`config.mk`:
```
export PLATFORM = sky130hd
export DESIGN_NAME = config_chain_serializer
export DESIGN_NICKNAME = d
export VERILOG_FILES = /design/src/rtl/cfg_ser_pkg.sv /design/src/rtl/cfg_word_fifo.sv /design/src/rtl/config_chain_serializer.sv
export SDC_FILE = /design/constraint.sdc
export NUM_CORES = 1
export LEC_CHECK = 0
export CORE_MARGIN = 2
export CORE_UTILIZATION = 55
export CTS_CLUSTER_SIZE = 8
export DETAILED_ROUTE_END_ITERATION = 16
export PLACE_DENSITY = 0.77
export REMOVE_ABC_BUFFERS = 1
export SLEW_MARGIN = 20
export SYNTH_ARGS = -nofsm -noshare
export SYNTH_HDL_FRONTEND = slang
export SYNTH_SLANG_ARGS = --single-unit
```
`constraint.sdc`:
```
create_clock -name wb_clk_i -period 3.7 [get_ports wb_clk_i]
set_input_delay 0.74 -clock wb_clk_i [delete_from_list [all_inputs] [get_ports wb_clk_i]]
set_output_delay 0.74 -clock wb_clk_i [all_outputs]
set_load 0.02 [all_outputs]
```
`src/rtl/cfg_ser_pkg.sv`:
```
// cfg_ser_pkg: shared constants for the config chain serializer.
// Register offsets, CTRL/STATUS bit positions, FSM states, CRC step.
package cfg_ser_pkg;

    localparam logic [1:0] OFF_CTRL   = 2'd0;
    localparam logic [1:0] OFF_DATA   = 2'd1;
    localparam logic [1:0] OFF_STATUS = 2'd2;
    localparam logic [1:0] OFF_CRC    = 2'd3;

    localparam int CTRL_GO   = 15;

    localparam int STAT_BUSY = 0;
    localparam int STAT_LVL  = 1;
    localparam int STAT_OVF  = 4;
    localparam int STAT_CERR = 5;

    localparam logic [15:0] CRC_POLY = 16'h1021;
    localparam logic [15:0] CRC_INIT = 16'hFFFF;

    typedef enum logic [2:0] {
        IDLE,
        WAIT,
        LOAD,
        SHIFT,
        SET
    } state_t;

    // One serial bit of CRC-16-CCITT, MSB-first, no reflection.
    function automatic logic [15:0] crc16_step(
        input logic [15:0] c,
        input logic        b
    );
        return {c[14:0], 1'b0} ^ ((c[15] ^ b) ? CRC_POLY : 16'h0000);
    endfunction

endpackage

```
`src/rtl/cfg_word_fifo.sv`:
```
// cfg_word_fifo: synchronous word FIFO with occupancy count.
// A push into a full FIFO is taken only when a pop happens the same cycle.
module cfg_word_fifo #(
    parameter int WIDTH = 32,
    parameter int DEPTH = 4
) (
    input  logic                       clk,
    input  logic                       rst,
    input  logic                       push,
    input  logic [WIDTH-1:0]           din,
    input  logic                       pop,
    output logic [WIDTH-1:0]           dout,
    output logic                       full,
    output logic                       empty,
    output logic [$clog2(DEPTH):0]     level
);

    localparam int AW = $clog2(DEPTH);
    localparam logic [AW:0] FULL_CNT = (AW+1)'(DEPTH);

    logic [WIDTH-1:0] mem [DEPTH];
    logic [AW-1:0]    wp;
    logic [AW-1:0]    rp;
    logic [AW:0]      cnt;
    logic             pop_en;
    logic             push_en;

    assign full    = (cnt == FULL_CNT);
    assign empty   = (cnt == '0);
    assign level   = cnt;
    assign dout    = mem[rp];
    assign pop_en  = pop & ~empty;
    assign push_en = push & (~full | pop_en);

    // Storage array, written on accepted pushes.
    always_ff @(posedge clk) begin
        if (push_en) begin
            mem[wp] <= din;
        end
    end

    // Pointers and occupancy; reset flushes the FIFO.
    always_ff @(posedge clk) begin
        if (rst) begin
            wp  <= '0;
            rp  <= '0;
            cnt <= '0;
        end else begin
            if (push_en) begin
                wp <= wp + 1'b1;
            end
            if (pop_en) begin
                rp <= rp + 1'b1;
            end
            unique case ({push_en, pop_en})
                2'b10:   cnt <= cnt + 1'b1;
                2'b01:   cnt <= cnt - 1'b1;
                default: cnt <= cnt;
            endcase
        end
    end

endmodule

```
`src/rtl/config_chain_serializer.sv`:
```
// config_chain_serializer: Wishbone slave that streams buffered config
// words LSB-first onto one column chain. Optional CRC: CFG_CRC_EN.
module config_chain_serializer
    import cfg_ser_pkg::*;
#(
    parameter logic [31:0] BASE_ADDR  = 32'h3000_0000,
    parameter int          NUM_COLS   = 4,
    parameter int          FIFO_DEPTH = 4
) (
    input  logic                wb_clk_i,
    input  logic                wb_rst_i,
    input  logic                wbs_stb_i,
    input  logic                wbs_cyc_i,
    input  logic                wbs_we_i,
    input  logic [3:0]          wbs_sel_i,
    input  logic [31:0]         wbs_data_i,
    input  logic [31:0]         wbs_addr_i,
    output logic                wbs_ack_o,
    output logic [31:0]         wbs_data_o,
    output logic                cen,
    output logic [NUM_COLS-1:0] shift_out,
    output logic [NUM_COLS-1:0] set_out
);

    localparam int LW = $clog2(FIFO_DEPTH) + 1;

    state_t        state;
    state_t        state_nx;
    logic [1:0]    col;
    logic [15:0]   frame_bits;
    logic [15:0]   bit_cnt;
    logic [4:0]    word_cnt;
    logic [31:0]   shreg;
    logic          ovf;
    logic          ctrl_err;
    logic [15:0]   crc;
    logic [31:0]   rdata;

    logic          hit;
    logic          req;
    logic          wr;
    logic          rd;
    logic [1:0]    off;
    logic          busy;
    logic          ctrl_wr;
    logic          col_bad;
    logic          go_bad;
    logic          ctrl_ok;
    logic          go;
    logic          push_req;
    logic          pop;
    logic [31:0]   fifo_dout;
    logic          fifo_full;
    logic          fifo_empty;
    logic [LW-1:0] fifo_level;
    logic          unused;

    assign unused = ^{wbs_sel_i, wbs_addr_i[1:0]};

    assign hit = wbs_stb_i & wbs_cyc_i
               & (wbs_addr_i[31:4] == BASE_ADDR[31:4]);
    assign req = hit & ~wbs_ack_o;
    assign off = wbs_addr_i[3:2];
    assign wr  = req & wbs_we_i;
    assign rd  = req & ~wbs_we_i;

    assign busy     = (state != IDLE);
    assign ctrl_wr  = wr & (off == OFF_CTRL);
    assign col_bad  = 32'(wbs_data_i[1:0]) >= 32'(NUM_COLS);
    assign go_bad   = wbs_data_i[CTRL_GO] & (wbs_data_i[31:16] == 16'd0);
    assign ctrl_ok  = ctrl_wr & ~busy & ~col_bad & ~go_bad;
    assign go       = ctrl_ok & wbs_data_i[CTRL_GO];
    assign push_req = wr & (off == OFF_DATA);

    cfg_word_fifo #(
        .WIDTH (32),
        .DEPTH (FIFO_DEPTH)
    ) u_fifo (
        .clk   (wb_clk_i),
        .rst   (wb_rst_i),
        .push  (push_req),
        .din   (wbs_data_i),
        .pop   (pop),
        .dout  (fifo_dout),
        .full  (fifo_full),
        .empty (fifo_empty),
        .level (fifo_level)
    );

    // Register read mux; DATA is write-only and reads as zero.
    always_comb begin
        rdata = '0;
        unique case (off)
            OFF_CTRL: rdata = {frame_bits, 14'd0, col};
            OFF_STATUS: begin
                rdata[STAT_BUSY]     = busy;
                rdata[STAT_LVL +: 3] = 3'(fifo_level);
                rdata[STAT_OVF]      = ovf;
                rdata[STAT_CERR]     = ctrl_err;
            end
            OFF_CRC:  rdata = {16'd0, crc};
            default:  rdata = '0;
        endcase
    end

    // Frame FSM next state and chain-side outputs.
    always_comb begin
        state_nx  = state;
        cen       = 1'b0;
        shift_out = '0;
        set_out   = '0;
        pop       = 1'b0;
        unique case (state)
            IDLE: begin
                if (go) begin
                    state_nx = WAIT;
                end
            end
            WAIT: begin
                if (!fifo_empty) begin
                    state_nx = LOAD;
                end
            end
            LOAD: begin
                pop      = 1'b1;
                state_nx = SHIFT;
            end
            SHIFT: begin
                cen       = 1'b1;
                shift_out = NUM_COLS'(shreg[0]) << col;
                if (bit_cnt + 16'd1 == frame_bits) begin
                    state_nx = SET;
                end else if (word_cnt == 5'd31) begin
                    state_nx = fifo_empty ? WAIT : LOAD;
                end
            end
            SET: begin
                set_out  = NUM_COLS'(1'b1) << col;
                state_nx = IDLE;
            end
            default: state_nx = IDLE;
        endcase
    end

    // Bus handshake, registers, sticky flags and the shift datapath.
    always_ff @(posedge wb_clk_i) begin
        if (wb_rst_i) begin
            state      <= IDLE;
            wbs_ack_o  <= 1'b0;
            wbs_data_o <= '0;
            col        <= '0;
            frame_bits <= '0;
            bit_cnt    <= '0;
            word_cnt   <= '0;
            shreg      <= '0;
            ovf        <= 1'b0;
            ctrl_err   <= 1'b0;
        end else begin
            state      <= state_nx;
            wbs_ack_o  <= req;
            wbs_data_o <= rd ? rdata : '0;
            if (ctrl_ok) begin
                col        <= wbs_data_i[1:0];
                frame_bits <= wbs_data_i[31:16];
            end
            if (ctrl_wr && !ctrl_ok) begin
                ctrl_err <= 1'b1;
            end
            if (push_req && fifo_full && !pop) begin
                ovf <= 1'b1;
            end
            if (wr && off == OFF_STATUS) begin
                ovf      <= 1'b0;
                ctrl_err <= 1'b0;
            end
            if (go) begin
                bit_cnt <= '0;
            end
            if (state == LOAD) begin
                shreg    <= fifo_dout;
                word_cnt <= '0;
            end else if (state == SHIFT) begin
                shreg    <= shreg >> 1;
                bit_cnt  <= bit_cnt + 16'd1;
                word_cnt <= word_cnt + 5'd1;
            end
        end
    end

`ifdef CFG_CRC_EN
    // Running CRC over every bit placed on the chain.
    always_ff @(posedge wb_clk_i) begin
        if (wb_rst_i || go) begin
            crc <= CRC_INIT;
        end else if (state == SHIFT) begin
            crc <= crc16_step(crc, shreg[0]);
        end
    end
`else
    assign crc = 16'h0000;
`endif

endmodule
```
# [Yosys cells after proc, flatten, opt, wreduce, memory -nomap -nowiden]
# Memories as Yosys holds them, arrays and structs flattened. A register that Yosys moved wholly into a read port is not among the register bits.
# Cells that the tools add are included.
[word_totals] memories=1 word_cells=99 regBits=116 input_bits=73 ram_bits=128 out_inout_bits=42
[classes] bitwise=22 addsub=6 shifts=2 n_reduce_logical=18 muxes=21 eq_ne=15
[mem_list] memory="u_fifo.mem" depth=4 width=32 read_ports=1 rd_ports_with_merged_regs=1 write_ports=1 line_no="cfg_word_fifo.sv:21" source="logic [WIDTH-1:0] mem [DEPTH];"
[ops] operator="2-to-1 mux 32 bit" n=2
[ops] operator="2-to-1 mux 16 bit" n=3
[ops] operator="== test 28 x 26 -> 1 bit (second input constant)" n=1
[ops] operator="adder 16 x 1 -> 16 bit (second input constant)" n=1
[ops] operator="== test 16 bit" n=1
[ops] operator="logical NOT 16 bit" n=1
[ops] operator="bitwise AND 1 bit" n=13
[ops] operator="2-to-1 mux 3 bit" n=4
[ops] operator="case mux 3 bit (4 select lines)" n=1
[ops] operator="case mux 6 bit (2 select lines)" n=1
[ops] operator="2-to-1 mux 4 bit" n=2
[ops] operator="NOT 1 bit" n=8
[ops] operator="== test 3 x 2 -> 1 bit (second input constant)" n=2
[ops] operator="== test 3 bit (second input constant)" n=2
[ops] operator="logical NOT 3 bit" n=2
[ops] operator="2-to-1 mux 2 bit" n=3
[ops] operator="case mux 3 bit (2 select lines)" n=1
[ops] operator="OR reduction 2 bit" n=3
[ops] operator="adder 5 x 1 -> 5 bit (second input constant)" n=1
[ops] operator="== test 5 bit (second input constant)" n=1
[ops] operator="adder 2 x 1 -> 2 bit (second input constant)" n=2
[ops] operator="== test 2 x 1 -> 1 bit (second input constant)" n=2
[ops] operator="== test 2 bit (second input constant)" n=2
[ops] operator="logical AND 1 bit" n=4
[ops] operator="15 further kinds" n=21

# [Depth between registers and ports, before layout]
[logic_depth] word_depth=11 ltp_mapped=12 mapped_depth_nobuf=12

# [Hierarchy]
# Synthesis repeated with hierarchy kept, for this count alone.
[unflattened] cells_unflattened=778 hier_area_um2=9860.7
[modules_own_cells] mod="cfg_word_fifo" cells_per_inst=226 n_inst=1 area_each_um2=5143.7 seq_area_each_um2=4023.9
[modules_own_cells] mod="config_chain_serializer" cells_per_inst=552 n_inst=1 area_each_um2=4717.0 seq_area_each_um2=1981.9

# [Worst setup path after synthesis]
# Ideal clock, no wire load.
[synth_path] kind="input-to-reg" from="input wbs_addr_i[27]" to="memory u_fifo.mem[1][0], enable pin" arrival_ns=2.727 path_stages=6 slack_ns=0.581 setup_ns=0.392 t_required_ns=3.308 n_path_buf=0 cell_sequence="nor4b_1 nand4_1 nor2_1 nand2_1 nor4b_2 and2_1"
[synth_between] elab_chain_len=8
[synth_rtl] item="from (decl)" line_no="config_chain_serializer.sv:17" source="input logic [31:0] wbs_addr_i,"
[synth_rtl] item="== test 28 x 26 -> 1 bit" line_no="config_chain_serializer.sv:61" source="& (wbs_addr_i[31:4] == BASE_ADDR[31:4]);"
[synth_rtl] item="bitwise AND 1 bit" line_no="config_chain_serializer.sv:61"
[synth_rtl] item="bitwise AND 1 bit" line_no="config_chain_serializer.sv:62" source="assign req = hit & ~wbs_ack_o;"
[synth_rtl] item="bitwise AND 1 bit" line_no="config_chain_serializer.sv:64" source="assign wr = req & wbs_we_i;"
[synth_rtl] item="bitwise AND 1 bit" line_no="config_chain_serializer.sv:73" source="assign push_req = wr & (off == OFF_DATA);"
[synth_rtl] item="bitwise AND 1 bit" line_no="cfg_word_fifo.sv:33" source="assign push_en = push & (~full | pop_en);"
[synth_rtl] item="2-to-1 mux 1 bit" line_no="cfg_word_fifo.sv:37" source="if (push_en) begin"
[synth_rtl] item="2-to-1 mux 1 bit (implied by the code)" line_no="cfg_word_fifo.sv:38" source="mem[wp] <= din;"
[synth_rtl] item="to (decl)" line_no="cfg_word_fifo.sv:21"
# Every way passes these cells.

# [Worst setup path after layout]
[layout_path] from="register state[1]" to="output shift_out[2]"
[layout_between] elab_chain_len=2
[layout_rtl] item="from (decl)" line_no="config_chain_serializer.sv:27" source="state_t state;"
[layout_rtl] item="from (signal assigned)" line_no="config_chain_serializer.sv:159" source="state <= state_nx;"
[layout_rtl] item="== test 3 x 2 -> 1 bit" line_no="config_chain_serializer.sv:113" source="unique case (state)"
[layout_rtl] item="2-to-1 mux 4 bit" line_no="config_chain_serializer.sv:113"
[layout_rtl] item="to (decl)" line_no="config_chain_serializer.sv:21" source="output logic [NUM_COLS-1:0] shift_out,"
# Every way passes these cells.

==> impl.org <==
** Detailed routing
- DR pass1 iterations :: 4
- Dividing the detail-routed wire length by the instance count gives 18.4 um.
- The first routing iteration left 432 violations.
- Vias :: 6677
- Number of nets still failing antenna checks after routing :: 0
- Drt total wl :: roughly 21 mm
- In the routed layout, each cell is associated on average with a via count of 5.81.
- For this run, design rule violations remaining after detail routing come to 0.

** Power and ir drop
- Post-layout power :: 5830 uW
- PD cells :: 491 nW/um^2
- The analysis attributes to cell leakage a power of 0.00389 uW.
- Maximum vdd ir drop :: 0.000421 V

** Critical path
- CP max-delay cell :: clkdlybuf4s50_1
- Highest fanout seen on the critical path :: 17
- For the worst flop-to-flop path, the logic depth is 11.
- For the worst setup path, the data required time is 2.96 ns.
- Broken down by cell family, the worst path's largest delay share belongs to simple AND/OR/NAND/NOR gates.
- The critical path contains buffers and inverters numbering 2 combined.
- The critical path in this run is classified as reg2out.
- Nature of the critical path endpoint :: primary output
- The signal on the critical path passes through nor2b_4, nand2_2, inv_1, nand2_1, nor3b_1, clkdlybuf4s50_1.
- Slack of the worst reg-to-reg path :: 0.89 ns
- CP peak stage delay :: 0.64 ns
- The endpoint identified for the worst register-to-register timing path is u_fifo.level[2]$_SDFFE_PP0P_.
- Crit start category :: flop
- Data on the critical path arrives at its endpoint at 2.59 ns.
- The worst register-to-register path begins at state[2]$_SDFFE_PP0P_.

** Floorplan
- Overall die area :: about 19000 sq um
- Initial Utilization :: 56.0%
- Vertical extent of the die :: 136 um
- The floorplan has between 40 and 50 rows.
- Area of the placeable core :: 17200 sq um
- The die is 136 um wide.
- During I/O placement, the number of pins put on the boundary was ~120.

** STA
- Setup repair after global routing left no endpoint under its margin.
- The number of max-slew violations in the final report was 0.
- Highest clock rate :: ~300 MHz
- Fin crit share :: 90.1%
- Setup slack on the critical path of the routed design comes to around 0.37 ns.
- Setup Viol. Count Final :: 0
- Worst-case headroom to the max-slew limit :: 36.2%
- The clock period could shrink to 3.33 ns.
- The tightest hold path in the finished design has a slack of 0.431 ns.
- The final-report hold violation count came to 0.
- Pin slew with the least headroom to its limit :: about 0.96 ns
- The clock arrives with 0.00905 ns of skew.

** Synth
- The netlist uses 58 different library cells.
- Counting every instance in the synthesized netlist gives 795.
- Flip-flop cell with the highest count after synthesis :: edfxtp_1
- Synthesis inferred 236 register bits.
- Number of enable-type register cells in the synthesized netlist :: 128
- In this run the mean area of a mapped cell was 12.1 sq um.
- Sequential elements use 62.3% of the synthesized area.
- Yosys printed 0 warnings.
- Share of async-settable or async-resettable flops after synthesis :: 0%
- Post-synth design cell area :: approximately 9600 sq um

** Run status
- The run finished with clean final reports.

** Global route
- Global-route wire length before repair :: 33.3 mm
- Overflow left after global routing :: 0
- Number of global-route vias before repair :: 6572
- GRT Resource Usage Total :: 23.2%
- Entering global routing, the biggest net connects 85 pins.
- The initial antenna violation count came to 1.

** CTS
- Maximum buffer depth of the clock tree :: 3
- Clock tree from TritonCTS :: built
- Hold-fix buffers, CTS :: 0
- In this run the number of H-tree levels came out at 2.
- Post-CTS timing repair inserted 0 buffers for setup.
- Number of clock sinks seen by CTS :: around 240
- Insertion delay to the later sink of the worst-skew pair :: 0.51 ns
- Once the clock tree was built, the resizer swapped 0 gates to a different size.
- Clock-pin slew was measured on the worst setup and hold paths at 0.05 ns.
- Root buffer cell :: clkbuf_16
- Number of buffers inserted during clock tree synthesis :: 35

** Placement
- At the placement stage, the worst setup path has a slack of between 0.2 and 0.25 ns.
- At the end of routability-driven placement, the weighted congestion stood at 0.867.
- Port buffering added 98 buffers.
- Detailed placer's ending HPWL :: 12.8 mm

** Job
- Across the run, the number of max-cap violations was 0.

** Worst hold path
- Worst Hold Endpoint :: wbs_data_o[5]$_SDFF_PP0_
- Class of the most critical hold timing path :: reg2reg
- The worst hold path was traced through 2 stages.
- Start point of the worst hold path :: ctrl_err$_SDFFE_PP0P_

** Layout
- Highest-count cells in the layout ignoring fill and taps :: 128 x edfxtp_1, 123 x nand2_1, 107 x dfxtp_1
- Number of nets in the finished design :: just under 1000
- Most common cell after layout, fill and taps aside :: edfxtp_1
- Fill count :: 1179
- Fraction of final layout cells with drive strength greater than 1 :: 11.1%
- 0 antenna diodes ended up in the layout.
- The area growth from synthesis to layout is 23.3%.
[synthesized netlist by cell type (all sizes together) (17+ instances only)]
cell / n / area (sq um)
a311oi: 41 / 359
nor3: 17 / 90.1
and2: 21 / 131
a21oi: 36 / 180
nor2: 85 / 319
edfxtp: 128 / 3840
nand2: 125 / 479
mux4: 32 / 721
dfxtp: 108 / 2160
clkbuf: 27 / 101
buf: 29 / 176
[stage by stage]
step                setup TNS [ns]  util [%]  cell area, sq um  cells
CTS                              0      69.0             11900   1150
finish                           0      69.0             11900   1150
global route                     0      69.0             11900   1150
floorplan                   -16.42         -              9390    747
detailed placement               0      63.0             10900   1090
global placement                 0      63.0             10900   1090
[registers in the layout (all words and copies together), names as in the netlist, named ones only]
| name | count |
|---|---|
| ctrl_err | 1 |
| u_fifo.wp | 2 |
| wbs_ack_o | 1 |
| u_fifo.level | 3 |
| word_cnt | 5 |
| u_fifo.mem | 128 |
| u_fifo.rp | 2 |
| bit_cnt | 16 |
| state | 3 |
| shreg | 32 |
| col | 2 |
| wbs_data_o | 22 |
| ovf | 1 |
| frame_bits | 16 |
[worst register-to-register path: stages (launching register included)]
cell and delay [ns]:
dfxtp_1 0.47, nand2b_1 0.35, nor2_1 0.13, nor4_1 0.35, nor4b_2 0.13, inv_1 0.09, ha_1 0.18, inv_1 0.06
fa_1 0.38, xor2_1 0.16, or3_1 0.30, a21oi_1 0.14
[where the power goes]
| part | total (uW) | internal, uW | switching, uW |
|---|---|---|---|
| logic | 132 | 67.7 | 64.3 |
| registers | 2760 | 2760 | 0.00000702 |
| clock network | 2940 | 1840 | 1090 |
[cell type report]
class	count	area [sq um]	share of cell area (%)
clock buffers	56	955	8.03
clock inverters	4	78.8	0.663
inverters	13	48.8	0.410
multi-input cells	498	3340	28.1
flip-flops and latches	236	6010	50.5
well taps	225	282	2.37
repair buffers	118	1180	9.89
[cell families (layout without fill, tap and decap cells)]
kind of cell               after synthesis  in the layout  share of synthesized area [%]
and+or+nand+nor                        304            304                           14.6
DFF                                    236            236                           62.3
AOI/OAI and AO/OA                      116            116                           8.37
buffers and inverters                   70            191                           3.49
muxes                                   36             36                           7.89
xor gates and xnor gates                23             23                           2.09
adders and majority gates                9              9                           1.25
other                                    1             10                         0.0389
[how the worst max path moves through the flow]
stage | start | to | slack, ns | cells past startpoint
after floorplan | state[1]$_SDFFE_PP0P_ | shift_out[2] | -1.60 | 5
after global placement | wbs_addr_i[9] | u_fifo.level[2]$_SDFFE_PP0P_ | 0.36 | 13
after detailed placement | wbs_addr_i[9] | u_fifo.level[2]$_SDFFE_PP0P_ | 0.25 | 13
after CTS | state[1]$_SDFFE_PP0P_ | shift_out[2] | 0.36 | 6
after global routing | state[1]$_SDFFE_PP0P_ | shift_out[2] | 0.21 | 6
final | state[1]$_SDFFE_PP0P_ | shift_out[2] | 0.37 | 6
[layer usage]
| layer | global-route usage, % | vias up | routed length (um) |
|---|---|---|---|
| met5 | 0 | - | 5 |
| met4 | 7.87 | 2 | 515 |
| met3 | 4.85 | 49 | 1240 |
| met2 | 39.5 | 235 | 10900 |
| met1 | 29.6 | 3266 | 8580 |
| li1 | - | 3125 | - |
Power figures use the tool's default switching activity.
